**config.mk**
```make
export PLATFORM = sky130hd
export DESIGN_NAME = multicycle_control
export DESIGN_NICKNAME = d
export VERILOG_FILES = /design/src/rtl/multicycle_control.sv
export SDC_FILE = /design/constraint.sdc
export NUM_CORES = 1
export LEC_CHECK = 0
export BUFFER_PORTS_ARGS = -buffer_cell sky130_fd_sc_hd__clkbuf_2
export CORE_MARGIN = 3
export CORE_UTILIZATION = 40
export CTS_BUF_LIST = sky130_fd_sc_hd__clkbuf_4
export CTS_CLUSTER_SIZE = 12
export DETAILED_ROUTE_END_ITERATION = 8
export GPL_ROUTABILITY_DRIVEN = 0
export PLACE_DENSITY = 0.7
export SLEW_MARGIN = 10
export SYNTH_ARGS = -nofsm -noshare
export SYNTH_HDL_FRONTEND = slang
export SYNTH_SLANG_ARGS = --single-unit
```
**constraint.sdc**
```tcl
create_clock -name clock -period 2.01 [get_ports clock]
set_input_delay 0 -clock clock [delete_from_list [all_inputs] [get_ports clock]]
set_output_delay 0 -clock clock [all_outputs]
set_load 0.01 [all_outputs]
```
**src/rtl/multicycle_control.sv**
```systemverilog
// multicycle_control: main control FSM for the multicycle MIPS datapath
module multicycle_control (
  input  logic       clock,
  input  logic       reset_n,
  input  logic [5:0] opcode,
  input  logic       zero,
  input  logic       mem_ready,
  output logic       pc_write,
  output logic       i_or_d,
  output logic       mem_read,
  output logic       mem_write,
  output logic       ir_write,
  output logic       reg_dst,
  output logic       mem_to_reg,
  output logic       reg_write,
  output logic       ula_src_a,
  output logic [1:0] ula_src_b,
  output logic       zero_ext,
  output logic [2:0] ula_operation,
  output logic [1:0] pc_source,
  output logic       illegal_op,
  output logic [3:0] state
);
  typedef enum logic [3:0] {
    FETCH, DECODE, MEM_ADDR, MEM_READ, MEM_WB, MEM_WRITE,
    R_EXEC, R_WB, BRANCH, JUMP, I_EXEC, I_WB
  } state_t;
  localparam logic [5:0] OP_R = 6'b000000, OP_J = 6'b000010, OP_BEQ = 6'b000100,
    OP_BNE = 6'b000101, OP_ADDI = 6'b001000, OP_SLTI = 6'b001010, OP_ANDI = 6'b001100,
    OP_ORI = 6'b001101, OP_XORI = 6'b001110, OP_LUI = 6'b001111, OP_LW = 6'b100011,
    OP_SW = 6'b101011;
  state_t state_q, state_d;
  logic is_mem, is_br, is_i, is_logic;
  assign is_mem   = opcode inside {OP_LW, OP_SW};
  assign is_br    = opcode inside {OP_BEQ, OP_BNE};
  assign is_i     = opcode inside {OP_ADDI, OP_SLTI, OP_ANDI, OP_ORI, OP_XORI, OP_LUI};
  assign is_logic = opcode inside {OP_ANDI, OP_ORI, OP_XORI};
  assign state    = state_q;
  // next-state selection; memory states hold until the access completes
  always_comb begin
    state_d = state_q;
    case (state_q)
      FETCH:     state_d = mem_ready ? DECODE : FETCH;
      DECODE:    state_d = is_mem ? MEM_ADDR : opcode == OP_R ? R_EXEC : is_br ? BRANCH :
                           opcode == OP_J ? JUMP : is_i ? I_EXEC : FETCH;
      MEM_ADDR:  state_d = opcode == OP_LW ? MEM_READ : MEM_WRITE;
      MEM_READ:  state_d = mem_ready ? MEM_WB : MEM_READ;
      MEM_WRITE: state_d = mem_ready ? FETCH : MEM_WRITE;
      R_EXEC:    state_d = R_WB;
      I_EXEC:    state_d = I_WB;
      default:   state_d = FETCH;
    endcase
  end
  // state register, forced back to FETCH the moment reset asserts
  always_ff @(posedge clock or negedge reset_n)
    if (!reset_n) state_q <= FETCH;
    else state_q <= state_d;
  // Moore decode of the datapath controls, all held low while in reset
  always_comb begin
    pc_write      = 1'b0;
    i_or_d        = 1'b0;
    mem_read      = 1'b0;
    mem_write     = 1'b0;
    ir_write      = 1'b0;
    reg_dst       = 1'b0;
    mem_to_reg    = 1'b0;
    reg_write     = 1'b0;
    ula_src_a     = 1'b0;
    ula_src_b     = 2'b00;
    zero_ext      = 1'b0;
    ula_operation = 3'b000;
    pc_source     = 2'b00;
    illegal_op    = 1'b0;
    if (reset_n)
      case (state_q)
        FETCH: begin
          mem_read  = 1'b1;
          ula_src_b = 2'b01;
          ir_write  = mem_ready;
          pc_write  = mem_ready;
        end
        DECODE: begin
          ula_src_b  = 2'b11;
          illegal_op = ~(is_mem | is_br | is_i | opcode == OP_R | opcode == OP_J);
        end
        MEM_ADDR: begin
          ula_src_a = 1'b1;
          ula_src_b = 2'b10;
        end
        MEM_READ: begin
          mem_read = 1'b1;
          i_or_d   = 1'b1;
        end
        MEM_WB: begin
          reg_write  = 1'b1;
          mem_to_reg = 1'b1;
        end
        MEM_WRITE: begin
          mem_write = 1'b1;
          i_or_d    = 1'b1;
        end
        R_EXEC: begin
          ula_src_a     = 1'b1;
          ula_operation = 3'b010;
        end
        R_WB: begin
          reg_write = 1'b1;
          reg_dst   = 1'b1;
        end
        BRANCH: begin
          ula_src_a     = 1'b1;
          ula_operation = 3'b001;
          pc_source     = 2'b01;
          pc_write      = opcode == OP_BEQ ? zero : ~zero;
        end
        JUMP: begin
          pc_source = 2'b10;
          pc_write  = 1'b1;
        end
        I_EXEC: begin
          ula_src_a     = 1'b1;
          ula_src_b     = 2'b10;
          zero_ext      = is_logic;
          ula_operation = opcode == OP_SLTI ? 3'b011 : opcode == OP_ANDI ? 3'b100 :
                          opcode == OP_ORI ? 3'b101 : opcode == OP_XORI ? 3'b110 :
                          opcode == OP_LUI ? 3'b111 : 3'b000;
        end
        I_WB: reg_write = 1'b1;
        default: ;
      endcase
  end
endmodule

```
* Yosys cells after proc, flatten, opt, wreduce, memory -nomap -nowiden
Index checks and enable logic that the tools add are counted.
** Word-level totals
- Word-level logic and storage cells :: 84
- Bits in read-only memories :: 0
- Memories :: 0
- Bits of input ports :: 10
- Bits in latches :: 0
- Bits in writable memories :: 0
- Flip-flop bits (word level) :: 4
** Operators by class
- Bitwise gates (word level) :: 6
- Magnitude comparators :: 0
- Multiply operators :: 0
- Add/subtract/negate cells :: 0
- Divide/modulo/power cells :: 0
- Eq/ne operators :: 22
- Muxes and demuxes :: 44
- Shift-type cells :: 0
- Reductions and logical operators :: 11
** Operators with widths (count)
- 6-bit by 4-bit equality test with 1-bit output, second input constant :: 6
- 4-bit one-hot mux with 7 select lines :: 1
- 3-bit two-way mux :: 9
- 1-bit two-way mux :: 23
- 4-bit two-way mux :: 5
- 4-bit by 3-bit equality test with 1-bit output, second input constant :: 4
- 4-bit equality test, second input constant :: 4
- 6-bit by 3-bit equality test with 1-bit output, second input constant :: 2
- 6-bit equality test, second input constant :: 2
- 3-bit one-hot mux with 3 select lines :: 1
- 4-bit by 2-bit equality test with 1-bit output, second input constant :: 2
- 6-bit by 2-bit equality test with 1-bit output, second input constant :: 1
- 6-bit logical NOT :: 1
- 2-bit one-hot mux with 3 select lines :: 1
- 6-bit nonzero test :: 1
- 2-bit OR reduction :: 3
- 4-bit by 1-bit equality test with 1-bit output, second input constant :: 1
- 4-bit logical NOT :: 1
- 2-bit two-way mux :: 2
- 1-bit OR :: 4
- 2-bit one-hot mux with 2 select lines :: 1
- 2-bit nonzero test :: 2
- 4-bit OR reduction :: 1
- 1-bit one-hot mux with 3 select lines :: 1
- other kinds (3) :: 4

* Longest topological paths before layout
- Word-level depth :: 9
- Mapped depth :: 5
- Mapped depth without buffers :: 4

* Worst setup path before layout
No wires, ideal clock.
- Kind :: flip-flop to output port
- From :: register state_q[2] (netlist: state[2])
- To :: output zero_ext
- Data arrival time :: 1.530 ns
- Cell stages (with the launch flop) :: 6
- Slack :: 0.480 ns
- Data required time :: 2.010 ns
- Cell sequence :: dfrtp_1 -> clkbuf_1 -> nor2b_1 -> nand2_1 -> nor3_1 -> a21boi_1
** On the way
- Cells in the longest elaborated chain, start to end :: 3
** RTL lines
- start, declared :: RTL line 32 : state_t state_q, state_d;
- start signal, assigned :: RTL line 57 : else state_q <= state_d;
- 4-bit equality test :: RTL line 75 : case (state_q)
- 1-bit two-way mux :: RTL line 75
- 1-bit two-way mux :: RTL line 74 : if (reset_n)
- end, declared :: RTL line 18 : output logic zero_ext,
Every way passes these cells.

* Worst setup path after layout
- From :: input reset_n
- To :: output zero_ext
** On the way
- Cells in the longest elaborated chain, start to end :: 1
** RTL lines
- start, declared :: RTL line 4 : input logic reset_n,
- 1-bit two-way mux :: RTL line 74
Every way passes these cells.

==> impl_metrics.toml <==
[placement]
dp_hpwl_um = 1490
dpl_cell_area_um2 = 843
numPortBuffers = 31
placement.setup.worst_slack_ns = 0.419
dp_cells = 142

[die]
floorplan.die.width_um = 47.1
core_region_um2 = 1540
rows = 14
die_height_um = 47.1
io-pin-count = 32
die-area_um2 = 2220
start_util = 0.439

[global_routing]
grt_antenna_before_repair = 0
maximum_number_of_pins_on_one_net_before_global_route_repair = 23
grt_remaining_overflow = 0
grt_pass1_wl_um = 3190
grt_use_total = 0.199
grt_pass1_vias = 757

[route]
firstDrtPassIters = 4
remaining_drc_errors = 0
vias_per_cell = 5.91
postRouteWirelength_um = 1990
ant_nets = 0
total_via_count_in_the_routed_design = 863
drt_iter0_drc = 16
drt-wirelength-per-cell_um = 13.6

[synth]
synth_top_cells_by_count = "sky130_fd_sc_hd__nand2_1, sky130_fd_sc_hd__nor2_1, sky130_fd_sc_hd__nor3_1"
synth_fp_nets = 110
post_synth_inst_count = 100
ys_seq_area_frac = 0.148
synth_top_family_by_area = "simple AND/OR/NAND/NOR gates"
synth_top_area_cell = "sky130_fd_sc_hd__dfrtp_1"
post_synth_mux_area_share = 0
postSynthRegisterBits = 4
synth.top_cells.by_area = "sky130_fd_sc_hd__dfrtp_1, sky130_fd_sc_hd__nand2_1, sky130_fd_sc_hd__nand2b_1"
post_synth_edffs = 0
async_reset_ff_frac = 1.00
yosys.area.top_type_share = 0.148
synthAdderAreaFrac = 0
post_synthesis_cell_area_um2 = 677
synth_xor_xnor_area_share = 0.0388
post_synth_and_or_nand_nor_area_fraction = 0.490
synthesized_area_per_cell_um2 = 6.77
synth-main-ff-cell = "sky130_fd_sc_hd__dfrtp_1"
yosys.cell_count.top_type = "sky130_fd_sc_hd__nand2_1"
yosysWarnings = 0
post_synth_num_cell_types = 41
synth_compound_gate_area_share = 0.255

[pwr]
ir_drop_uv = 511
power.leakage_nw = 0.412
power.density_cell_area_nw_per_um2 = 790
p_total_mw = 0.692

[status]
status = "complete, no violations"

[critical_path]
crit_path_start_kind = "input pin"
critPathRequiredTime_ns = 2.01
worst-path-max-fanout = 13
crit_end_category = "primary output"
critical_path_class = "input pin to primary output"
worst-endpoint-arrival_ns = 1.76

[clock_network]
clock_sink_count = 4
clkTransAtPathRegs_ns = 0.04
clock_latency_on_the_worst_skew_pair_ns = 0.24
ctsHtreeMaxLevel = 1
cts_root_buffer = "sky130_fd_sc_hd__clkbuf_4"
cts.path.max_buffers = 2
cts-buffers-inserted = 3
cts_tree = "done"

[min_path]
hold_path_class = "input pin to flip-flop"

[sta]
fmax_ghz = 0.567
report.final.hold_viol_count = 0
finalClockSkew_ns = 0.00199
total_negative_setup_slacks_ns = 0
grt_setup_unrepaired = "false"
worst_margin_pin_slew_ns = 0.417
whs_ns = 0.0237
fin_ws_ns = 0.247
period_minus_slack_ns = 1.76
setup_viol = 0
timing_max_transition_violations_final = 0
max_slew_margin = 0.720
min_period_over_period = 0.877

[final_layout]
final-instance-count-excl-fill = 146
antennaDiodeCount = 0
largest_register_ffs = 4
drive_above_1_share = 0.315
layout.nets = 142
synthToLayoutAreaGrowth_pct = 29.4
final_design_utilization = 0.568
fin_area_um2 = 876

[job]
drv_cap = 0
[what timing repair did]
item | 4_1_cts | 5_1_grt
resized for setup | 0 | 0
endpoints found under the hold margin | 4 | 0
hold buffers | 1 | 0
setup buffers | 0 | 0
[cells in the final DEF (no fill, tap or decap), types with 3 or more instances in the layout]
cell type and count:
sky130_fd_sc_hd__clkbuf_2 31, sky130_fd_sc_hd__dfrtp_1 4, sky130_fd_sc_hd__nor4_1 3, sky130_fd_sc_hd__clkbuf_4 3, sky130_fd_sc_hd__a21oi_1 5, sky130_fd_sc_hd__o21ai_0 3
sky130_fd_sc_hd__buf_4 4, sky130_fd_sc_hd__nor2_1 9, sky130_fd_sc_hd__nor3_1 8, sky130_fd_sc_hd__nand3_1 3, sky130_fd_sc_hd__nand2b_1 7, sky130_fd_sc_hd__nand2_1 12
[final timing paths]
| path | slack [ns] | depth (start not counted) | startpoint | endpoint |
|---|---|---|---|---|
| max reg2reg | 0.35 | 4 | state[1] | state[0] |
| max in group asynchronous | 1.64 | 2 | reset_n | state[3] |
| max | 0.25 | 7 | reset_n | zero_ext |
| min reg2reg | 0.62 | 2 | state[3] | state[1] |
| min | 0.02 | 2 | opcode[4] | state[1] |
| min in group asynchronous | 0.17 | 2 | reset_n | state[0] |
[routing by layer]
metal  global-route usage  routed length, um  up-vias
li1                     -                  -      437
met4               0.0829                 19        0
met3               0.0575                154        4
met2                0.309                935       32
met1                0.257                878      390
met5                    0                  0        -
[power breakdown]
part	leakage, nW	internal, mW	switching [mW]
clock network	0.0138	0.0671	0.0382
registers	0.0537	0.100	0.0345
logic	0.344	0.191	0.260
[worst max-delay path, cell delays in order]
cell and delay [ns]:
sky130_fd_sc_hd__dlygate4sd3_1 0.53, sky130_fd_sc_hd__clkbuf_2 0.26, sky130_fd_sc_hd__nor2b_1 0.27, sky130_fd_sc_hd__nand2_1 0.15, sky130_fd_sc_hd__nor3_1 0.23, sky130_fd_sc_hd__a21boi_1 0.19, sky130_fd_sc_hd__clkbuf_2 0.14
[logic make-up (layout without fill, tap and decap cells)]
group           Yosys count  in the layout
buf+inv                  11             41
flops                     4              4
simple gates             57             57
xor+xnor                  3              3
compound gates           25             25
[final cells by class]
type | instances | area (um2)
timing repair buffer | 36 | 195
tap | 16 | 20.0
sequential | 4 | 100
multi-input combinational | 85 | 531
clock buffer | 3 | 22.5
fill | 154 | 666
inverter | 2 | 7.51
Power figures use the tool's default switching activity.
